<file path="config.mk">
export PLATFORM = sky130hd
export DESIGN_NAME = elc_call_scheduler
export DESIGN_NICKNAME = d
export VERILOG_FILES = /design/src/rtl/elc_call_scheduler.sv
export SDC_FILE = /design/constraint.sdc
export NUM_CORES = 1
export LEC_CHECK = 0
export BUFFER_PORTS_ARGS = -buffer_cell sky130_fd_sc_hd__buf_2
export CORE_MARGIN = 2
export CORE_UTILIZATION = 62
export DETAILED_ROUTE_END_ITERATION = 8
export GPL_TIMING_DRIVEN = 0
export PLACE_DENSITY = 0.88
export SLEW_MARGIN = 0
export SYNTH_ARGS = -nofsm -noshare
export SYNTH_HDL_FRONTEND = slang
export SYNTH_SLANG_ARGS = --single-unit
</file>
<file path="constraint.sdc">
create_clock -name clk -period 8.5 [get_ports clk]
set_input_delay 0.425 -clock clk [delete_from_list [all_inputs] [get_ports clk]]
set_output_delay 0.425 -clock clk [all_outputs]
set_load 0.01 [all_outputs]
</file>
<file path="src/rtl/elc_call_scheduler.sv">
// elc_call_scheduler
//   Collects hall/cab floor calls for the one-hot 8-floor elevator controller
//   and picks the next stop with a SCAN policy: keep the committed direction
//   while calls remain ahead, otherwise reverse. It then sequences
//   travel -> arrival -> door dwell -> next decision.
//
//   Optional build macro: ELC_SCHED_PARKING_EN
//     When defined, an idle timer requests a trip to floor 0 after
//     PARK_CYCLES idle cycles. When undefined, the scheduler idles indefinitely.
//
// Ports
//   clk          in   clock
//   reset        in   synchronous, active-high reset
//   call_in      in   [FLOORS] call pulses, bit i = floor i (multi-hot allowed)
//   cur_floor    in   [FLOORS] one-hot current floor from the controller
//   arrived      in   controller "complete" flag
//   door_hold    in   door/weight alert; freezes the dwell counter
//   target_floor out  [FLOORS] one-hot stop request
//   target_valid out  target_floor is live
//   dir_up       out  committed travel direction, 1 = up
//   pending      out  [FLOORS] latched outstanding calls
//   dwell        out  door-open phase active
//   idle         out  scheduler parked in IDLE
module elc_call_scheduler #(
  parameter int FLOORS       = 8,
  parameter int DWELL_CYCLES = 16,
  parameter int PARK_CYCLES  = 64
) (
  input  logic              clk,
  input  logic              reset,
  input  logic [FLOORS-1:0] call_in,
  input  logic [FLOORS-1:0] cur_floor,
  input  logic              arrived,
  input  logic              door_hold,
  output logic [FLOORS-1:0] target_floor,
  output logic              target_valid,
  output logic              dir_up,
  output logic [FLOORS-1:0] pending,
  output logic              dwell,
  output logic              idle
);

  localparam int CW = (DWELL_CYCLES > 1) ? $clog2(DWELL_CYCLES) : 1;
  localparam logic [CW-1:0]     DWELL_LAST = CW'(DWELL_CYCLES - 1);
  localparam logic [FLOORS-1:0] ONE        = {{(FLOORS-1){1'b0}}, 1'b1};

  if (DWELL_CYCLES < 1 || PARK_CYCLES < 1) begin : g_bad_params
    $error("elc_call_scheduler: DWELL_CYCLES and PARK_CYCLES must be >= 1");
  end

  typedef enum logic [1:0] {ST_IDLE, ST_SELECT, ST_MOVE, ST_DWELL} state_t;

  state_t            state, state_n;
  logic [FLOORS-1:0] pending_n, target_n, set_mask, clr_mask, park_set;
  logic              valid_n, dir_n, dwell_n;
  logic [CW-1:0]     dwell_cnt, cnt_n;
  logic              cur_ok;
  logic [FLOORS-1:0] above, below, between, retarget;

  // Isolate the lowest / highest set bit of a floor vector (zero if none).
  function automatic logic [FLOORS-1:0] lowest_bit(input logic [FLOORS-1:0] v);
    logic [FLOORS-1:0] r;
    r = '0;
    for (int i = FLOORS - 1; i >= 0; i--) begin
      if (v[i]) begin
        r    = '0;
        r[i] = 1'b1;
      end
    end
    return r;
  endfunction

  function automatic logic [FLOORS-1:0] highest_bit(input logic [FLOORS-1:0] v);
    logic [FLOORS-1:0] r;
    r = '0;
    for (int i = 0; i < FLOORS; i++) begin
      if (v[i]) begin
        r    = '0;
        r[i] = 1'b1;
      end
    end
    return r;
  endfunction

  // For a one-hot v: all bits strictly above / strictly below it. The shift
  // drops the top floor to zero so its "above" mask is empty (no wrap).
  function automatic logic [FLOORS-1:0] above_mask(input logic [FLOORS-1:0] v);
    return ~((v << 1) - ONE);
  endfunction

  function automatic logic [FLOORS-1:0] below_mask(input logic [FLOORS-1:0] v);
    return v - ONE;
  endfunction

  assign cur_ok = (cur_floor != '0) && ((cur_floor & (cur_floor - ONE)) == '0);
  assign above  = pending & above_mask(cur_floor);
  assign below  = pending & below_mask(cur_floor);

  // Calls lying strictly between the car and its target, in travel direction.
  assign between  = dir_up ? (above & below_mask(target_floor))
                           : (below & above_mask(target_floor));
  assign retarget = dir_up ? lowest_bit(between) : highest_bit(between);

  assign idle = (state == ST_IDLE);

`ifdef ELC_SCHED_PARKING_EN
  localparam int PW = $clog2(PARK_CYCLES + 1);
  localparam logic [PW-1:0] PARK_LAST = PW'(PARK_CYCLES);
  logic [PW-1:0] park_cnt;

  // Saturating idle timer; any call or leaving IDLE restarts it.
  always_ff @(posedge clk) begin
    if (reset || state != ST_IDLE || call_in != '0) park_cnt <= '0;
    else if (park_cnt != PARK_LAST)                 park_cnt <= park_cnt + PW'(1);
  end

  assign park_set = (state == ST_IDLE && park_cnt == PARK_LAST && cur_floor != ONE)
                    ? ONE : '0;
`else
  assign park_set = '0;
`endif

  // State and output registers.
  always_ff @(posedge clk) begin
    if (reset) begin
      state        <= ST_IDLE;
      pending      <= '0;
      target_floor <= '0;
      target_valid <= 1'b0;
      dir_up       <= 1'b1;
      dwell        <= 1'b0;
      dwell_cnt    <= '0;
    end else begin
      state        <= state_n;
      pending      <= pending_n;
      target_floor <= target_n;
      target_valid <= valid_n;
      dir_up       <= dir_n;
      dwell        <= dwell_n;
      dwell_cnt    <= cnt_n;
    end
  end

  // Next-state logic. Calls for the open-door floor are absorbed during
  // DWELL, and a stop's clear wins over a same-edge call for that floor.
  always_comb begin
    state_n  = state;
    target_n = target_floor;
    valid_n  = target_valid;
    dir_n    = dir_up;
    dwell_n  = dwell;
    cnt_n    = dwell_cnt;
    clr_mask = '0;
    set_mask = call_in | park_set;
    if (state == ST_DWELL) set_mask = set_mask & ~cur_floor;

    case (state)
      ST_IDLE: begin
        if (pending != '0) state_n = ST_SELECT;
      end
      ST_SELECT: begin
        if (cur_ok) begin
          if (dir_up && above != '0) begin
            target_n = lowest_bit(above);
            valid_n  = 1'b1;
            state_n  = ST_MOVE;
          end else if (below != '0) begin
            dir_n    = 1'b0;
            target_n = highest_bit(below);
            valid_n  = 1'b1;
            state_n  = ST_MOVE;
          end else if (above != '0) begin
            dir_n    = 1'b1;
            target_n = lowest_bit(above);
            valid_n  = 1'b1;
            state_n  = ST_MOVE;
          end else if (pending == cur_floor) begin
            clr_mask = cur_floor;
            dwell_n  = 1'b1;
            cnt_n    = DWELL_LAST;
            state_n  = ST_DWELL;
          end else begin
            state_n  = ST_IDLE;
          end
        end
      end
      ST_MOVE: begin
        if (cur_ok) begin
          if (arrived && cur_floor == target_floor) begin
            clr_mask = target_floor;
            valid_n  = 1'b0;
            dwell_n  = 1'b1;
            cnt_n    = DWELL_LAST;
            state_n  = ST_DWELL;
          end else if (between != '0) begin
            target_n = retarget;
          end
        end
      end
      ST_DWELL: begin
        if (!door_hold) begin
          if (dwell_cnt == '0) begin
            dwell_n = 1'b0;
            state_n = (pending != '0) ? ST_SELECT : ST_IDLE;
          end else begin
            cnt_n = dwell_cnt - CW'(1);
          end
        end
      end
      default: state_n = ST_IDLE;
    endcase

    pending_n = (pending | set_mask) & ~clr_mask;
  end

endmodule

</file>
Word-level counts from Yosys, hierarchy flattened
Index checks and enable logic that the tools add are counted.
{ "classes": {"add_sub_neg": 5, "eq_ne": 19, "mux": 91, "bitwise_logic": 13, "reduce_logical": 20} }
{ "ops": {"columns": ["operator", "count"], "rows": [
  ["$mux 8", 47],
  ["$and 8x8->8", 7],
  ["$reduce_bool 8->1", 5],
  ["$mux 4", 9],
  ["$not 8->8", 4],
  ["$pmux 8 s2", 2],
  ["$sub 8x1->8 const B", 4],
  ["$ne 2x2->1 const B", 11],
  ["$mux 2", 10],
  ["$reduce_and 10->1", 2],
  ["$mux 1", 19],
  ["$eq 8x8->1", 2],
  ["$pmux 4 s3", 1],
  ["$reduce_and 6->1", 2],
  ["$logic_not 8->1", 1],
  ["$or 8x8->8", 1],
  ["$pmux 2 s4", 1],
  ["$reduce_and 5->1", 1],
  ["$eq 2x2->1 const B", 2],
  ["$logic_not 4->1", 1],
  ["$ne 2x1->1 const B", 2],
  ["$ne 4x4->1 const B", 1],
  ["$reduce_and 4->1", 1],
  ["$reduce_bool 2->1", 2],
  ["other kinds (8)", 10]
]} }
{ "word_totals": {"reg_bits": 25, "in_bits": 20, "output_inout_bits": 20, "word_cells": 155} }

Depth between registers and ports, before layout
{ "logic_depth": {"word_depth": 18, "mapped_depth": 15, "mapped_depth_nobuf": 12} }

Least setup slack after synthesis
No wires, ideal clock.
{ "synth_timing": {"path_type": "input-to-reg", "start": "input port cur_floor[0]", "end": "register target_floor[4]", "setup_time_ns": 0.122, "arrival_ns": 3.618, "setup_slack_ns": 4.760, "path_stages": 14, "path_buffers": 2, "path_cell_list": "clkbuf_1 > inv_1 > ha_1 > inv_1 > or4b_2 > ha_1 > or4_1 > nor4_2 > nand2_1 > a221o_1 > a21o_1 > or2_1 > buf_6 > o311a_1"} }
{ "synth_via": {"elab_chain_cells": 17, "word_cells_on_any_way": 59, "classes_between": "add/sub (2); eq/ne (6); mux (36); bitwise (6); reduce/logical (9)"} }
{ "synth_lines": {"columns": ["item", "line", "rtl"], "rows": [
  ["start, declared", "32", "input logic [FLOORS-1:0] cur_floor,"],
  ["$sub 8x1->8", "88", "return ~((v << 1) - ONE);"],
  ["$not 8->8", "88", null],
  ["$and 8x8->8", "96", "assign above = pending & above_mask(cur_floor);"],
  ["$and 8x8->8", "100", "assign between = dir_up ? (above & below_mask(target_floor))"],
  ["$mux 8", "100", null],
  ["$mux 8 (7 in a row)", "65", "if (v[i]) begin"],
  ["$mux 8", "102", "assign retarget = dir_up ? lowest_bit(between) : highest_bit(between);"],
  ["$mux 8", "195", "end else if (between != '0) begin"],
  ["$mux 8", "189", "if (arrived && cur_floor == target_floor) begin"],
  ["$mux 8", "188", "if (cur_ok) begin"],
  ["$pmux 8 s2", "157", "case (state)"],
  ["end signal, assigned", "136", "target_floor <= target_n;"],
  ["end, declared", "35", "output logic [FLOORS-1:0] target_floor,"]
]} }
Parallel ways exist; a longest one is shown, timed or not. The select of a mux whose other input is x is not followed.
A chain may end at the register's enable or synchronous reset.

Worst setup path after layout
{ "layout_timing": {"start": "input port cur_floor[0]", "end": "register dwell_cnt[3]"} }
{ "layout_via": {"elab_chain_cells": 7, "word_cells_on_any_way": 23, "classes_between": "add/sub (2); eq/ne (9); bitwise (4); reduce/logical (8)"} }
{ "layout_lines": {"columns": ["item", "line", "rtl"], "rows": [
  ["$sub 8x1->8", "88", null],
  ["$not 8->8", "88", null],
  ["$and 8x8->8", "96", null],
  ["$reduce_bool 8->1", "163, 172", null],
  ["$logic_and 1x1->1", "163", "if (dir_up && above != '0) begin"],
  ["$ne 2x2->1 (no line)", null, null],
  ["$reduce_and 10->1 (no line) *", null, null],
  ["end signal, assigned", "140", "dwell_cnt <= cnt_n;"],
  ["end, declared", "56", "logic [CW-1:0] dwell_cnt, cnt_n;"]
]} }
Every way passes the cells marked *; elsewhere a longest branch is shown, timed or not.

==> metrics.md <==
| Metric | Value |
|---|---|
| Area Growth Syn to Fin | 11.7% |
| CP Data Arrival Time | 4.43 ns |
| Tcrit/Tclk final | 49.8% |
| Core Rows | 23 |
| Initial core utilization | 65.0% |
| Commonest non-fill, non-tap cell in the layout | buf_2 |
| Skew-Pair Late Insertion Delay | 0.28 ns |
| Final Max Tran Viols | 0 |
| Yosys warning count | 0 |
| Min Tclk post-route | 4.23 ns |
| Die ar. | 4760 sq um |
| Total power | 0.427 mW |
| Filler cells | 351 |
| Fin util | 72.6% |
| CTS tree | done |
| Critical path required time | 8.70 ns |
| RSZ-0062 raised after global routing | no |
| Peak supply drop | 127 uV |
| CTS max path bufs | 2 |
| GPL Wtd Cong | 1.00 |
| EDFF count, synth | 0 |
| Synth cell types | 59 |
| Critical path's top delay family | simple AND/OR/NAND/NOR gates |
| Main synth FF type | dfxtp_1 |
| Finished layout cell area | 2920 sq um |
| Port bufs | 39 |
| Clock-pin slew on the worst setup and hold paths | 0.10 ns |
| Fmax achieved | 236 MHz |
| Cts hold-fix bufs | 0 |
| PD cells | 146 nW/um^2 |
| Die Wd | 69.0 um |
| DRT Pass-1 Iters | 5 |
| GR Overflow Total | 0 |
| Syn_area_per_cell | 7.29 sq um |
| Worst Hold Slack | 0.451 ns |
| Total GRT Usage | 37.4% |
| CTS Root Cell | clkbuf_8 |
| Remaining antenna violation count | 0 |
| Headroom to the max-slew limit | 52.6% |
| CTS buffer count | 3 |
| Class of the worst hold path | in -> reg |
| CP Buf/Inv Count | 6 |
| Placed cell areas | 2880 sq um |
| FF+latch count, synth | 25 |
| Setup bufs post-CTS | 0 |
| Top-level port count | 40 |
| Core ar. | 4030 sq um |
| DR vias | 3018 |
| Setup violators final | 0 |
| Worst clock skew | 0.00781 ns |
| N_diodes | 0 |
| Slowest-stage cell, CP | or4b_2 |
| Mapped cell area | 2620 sq um |
| Highest-count cells in the layout ignoring fill and taps | buf_2, nand2_1, dfxtp_1 |
| Critical Path Max Stage Delay | 0.67 ns |
| Status | finished, final reports clean |
| Final HPWL DP | 6.63 mm |
| Initial antenna violation count | 0 |
| Final Hold Fails | 0 |
| Worst slew pin tran | 0.705 ns |
| Post-Synthesis Cells | 359 |
| Crit path cell chain | buf_2, clkbuf_1, inv_1, ha_1, inv_1, or4b_2, ha_1, nand2b_1, nand4_1, or3_1, clkbuf_1, o31ai_1, and4b_1, buf_2, a21oi_1, a211oi_1 |
| Clk sinks | 25 |
| Worst Setup End Kind | register |
| Largest net degree at the start of global routing | 16 |
| Routed length per instance | 18.6 um |
| DR iter-0 viols | 412 |
| Share of layout cells above drive strength 1 | 14.7% |
| P_leak | 1.12 nW |
| Die Y | 69.0 um |
| CTS H-tree lvls | 1 |
| Vias in the first global route | 2561 |
| First-pass GRT wire length | 13.0 mm |
| Sum Neg Setup Slack | 0 ns |
| Final wirelength | 8.41 mm |
| Asr flop ratio synth | 0% |
| PostCTS Resize Cnt | 0 |
| MaxCap Viol Count | 0 |
| Seq/Total Area, Yosys | 19.1% |
| Critical path class | in -> reg |
| Drc violations | 0 |
| Net Count, Synth | 395 |
| Nets | 439 |
| Vias per std cell | 6.68 |
| Critical path peak fanout | 8 |
| Startpoint Class | input port |
tightest hold or removal path: cells and delay by family:
family          cells  cell delay (ns)
compound gates      2             0.17
buf+inv             1             0.09
state kept, by name, summed over array words and instances, names as in the netlist, named ones only:
register,count
dir_up,1
dwell,1
dwell_cnt,4
pending,8
state,1
target_floor,8
target_valid,1
through the flow:
step	worst slack (ns)	std cells
after global placement	4.15	448
after floorplan	4.76	359
final	4.27	452
after detailed placement	4.09	448
after CTS	4.36	452
after global routing	4.06	452
cell type report:
class,instances,area [sq um],share of cell area [%]
repair buffers,39,195,6.68
clock buffers,3,41.3,1.41
clock inverters,1,7.51,0.257
plain buffers,24,108,3.68
multi-input cells,288,1930,65.9
inverters,22,82.6,2.82
flip-flops and latches,25,500,17.1
well taps,50,62.6,2.14
worst paths after layout:
| path | from | end | slack (ns) | cells after the start |
|---|---|---|---|---|
| max | cur_floor[0] | dwell_cnt[3]$_SDFFE_PP0P_ | 4.27 | 16 |
| min | call_in[7] | pending[7]$_SDFF_PP0_ | 0.45 | 3 |
| max reg2reg | target_floor[0]$_SDFFE_PP0P_ | target_floor[0]$_SDFFE_PP0P_ | 5.25 | 11 |
| min reg2reg | target_valid$_SDFFE_PP0P_ | target_valid$_SDFFE_PP0P_ | 0.48 | 2 |
power by group:
part	switching, mW	internal [mW]	total [mW]
Clock	0.0444	0.0334	0.0778
Combinational	0.123	0.0756	0.199
Sequential	0.0164	0.134	0.150
Total	0.184	0.243	0.427
synth_stat cells, types with 6 or more instances:
cell	count	area share (%)
inv_1	22	3.2
mux2i_1	6	2.3
or3_1	10	2.4
dfxtp_1	25	19
nand2_1	34	4.9
nor4_1	9	2.2
ha_1	16	7.6
clkbuf_1	19	2.7
xnor2_1	11	3.7
nor3_1	8	1.5
nand4_1	10	2.4
a211oi_1	11	3.2
nand2b_1	8	1.9
xor2_1	7	2.3
a21oi_1	17	3.3
o21ai_0	19	3.6
nor2_1	22	3.2
nor2b_1	6	1.4
nand3_1	18	3.4
metal layers:
metal	part of all wire (%)	GRT usage [%]	up-vias
li1	-	-	1429
met1	42	52.7	1365
met2	45	59.4	203
met3	11	3.73	21
met4	2.9	12.5	0
met5	0	0	-
logic make-up after synthesis:
kind of cell / count (synthesis) / synth area share [%]
and+or+nand+nor: 161 / 35.0
AOI/OAI and AO/OA: 87 / 22.6
buffers and inverters: 46 / 7.27
DFF: 25 / 19.1
xor gates and xnor gates: 18 / 6.02
adders and majority gates: 16 / 7.65
muxes: 6 / 2.29
(Power assumes the default switching activity.)
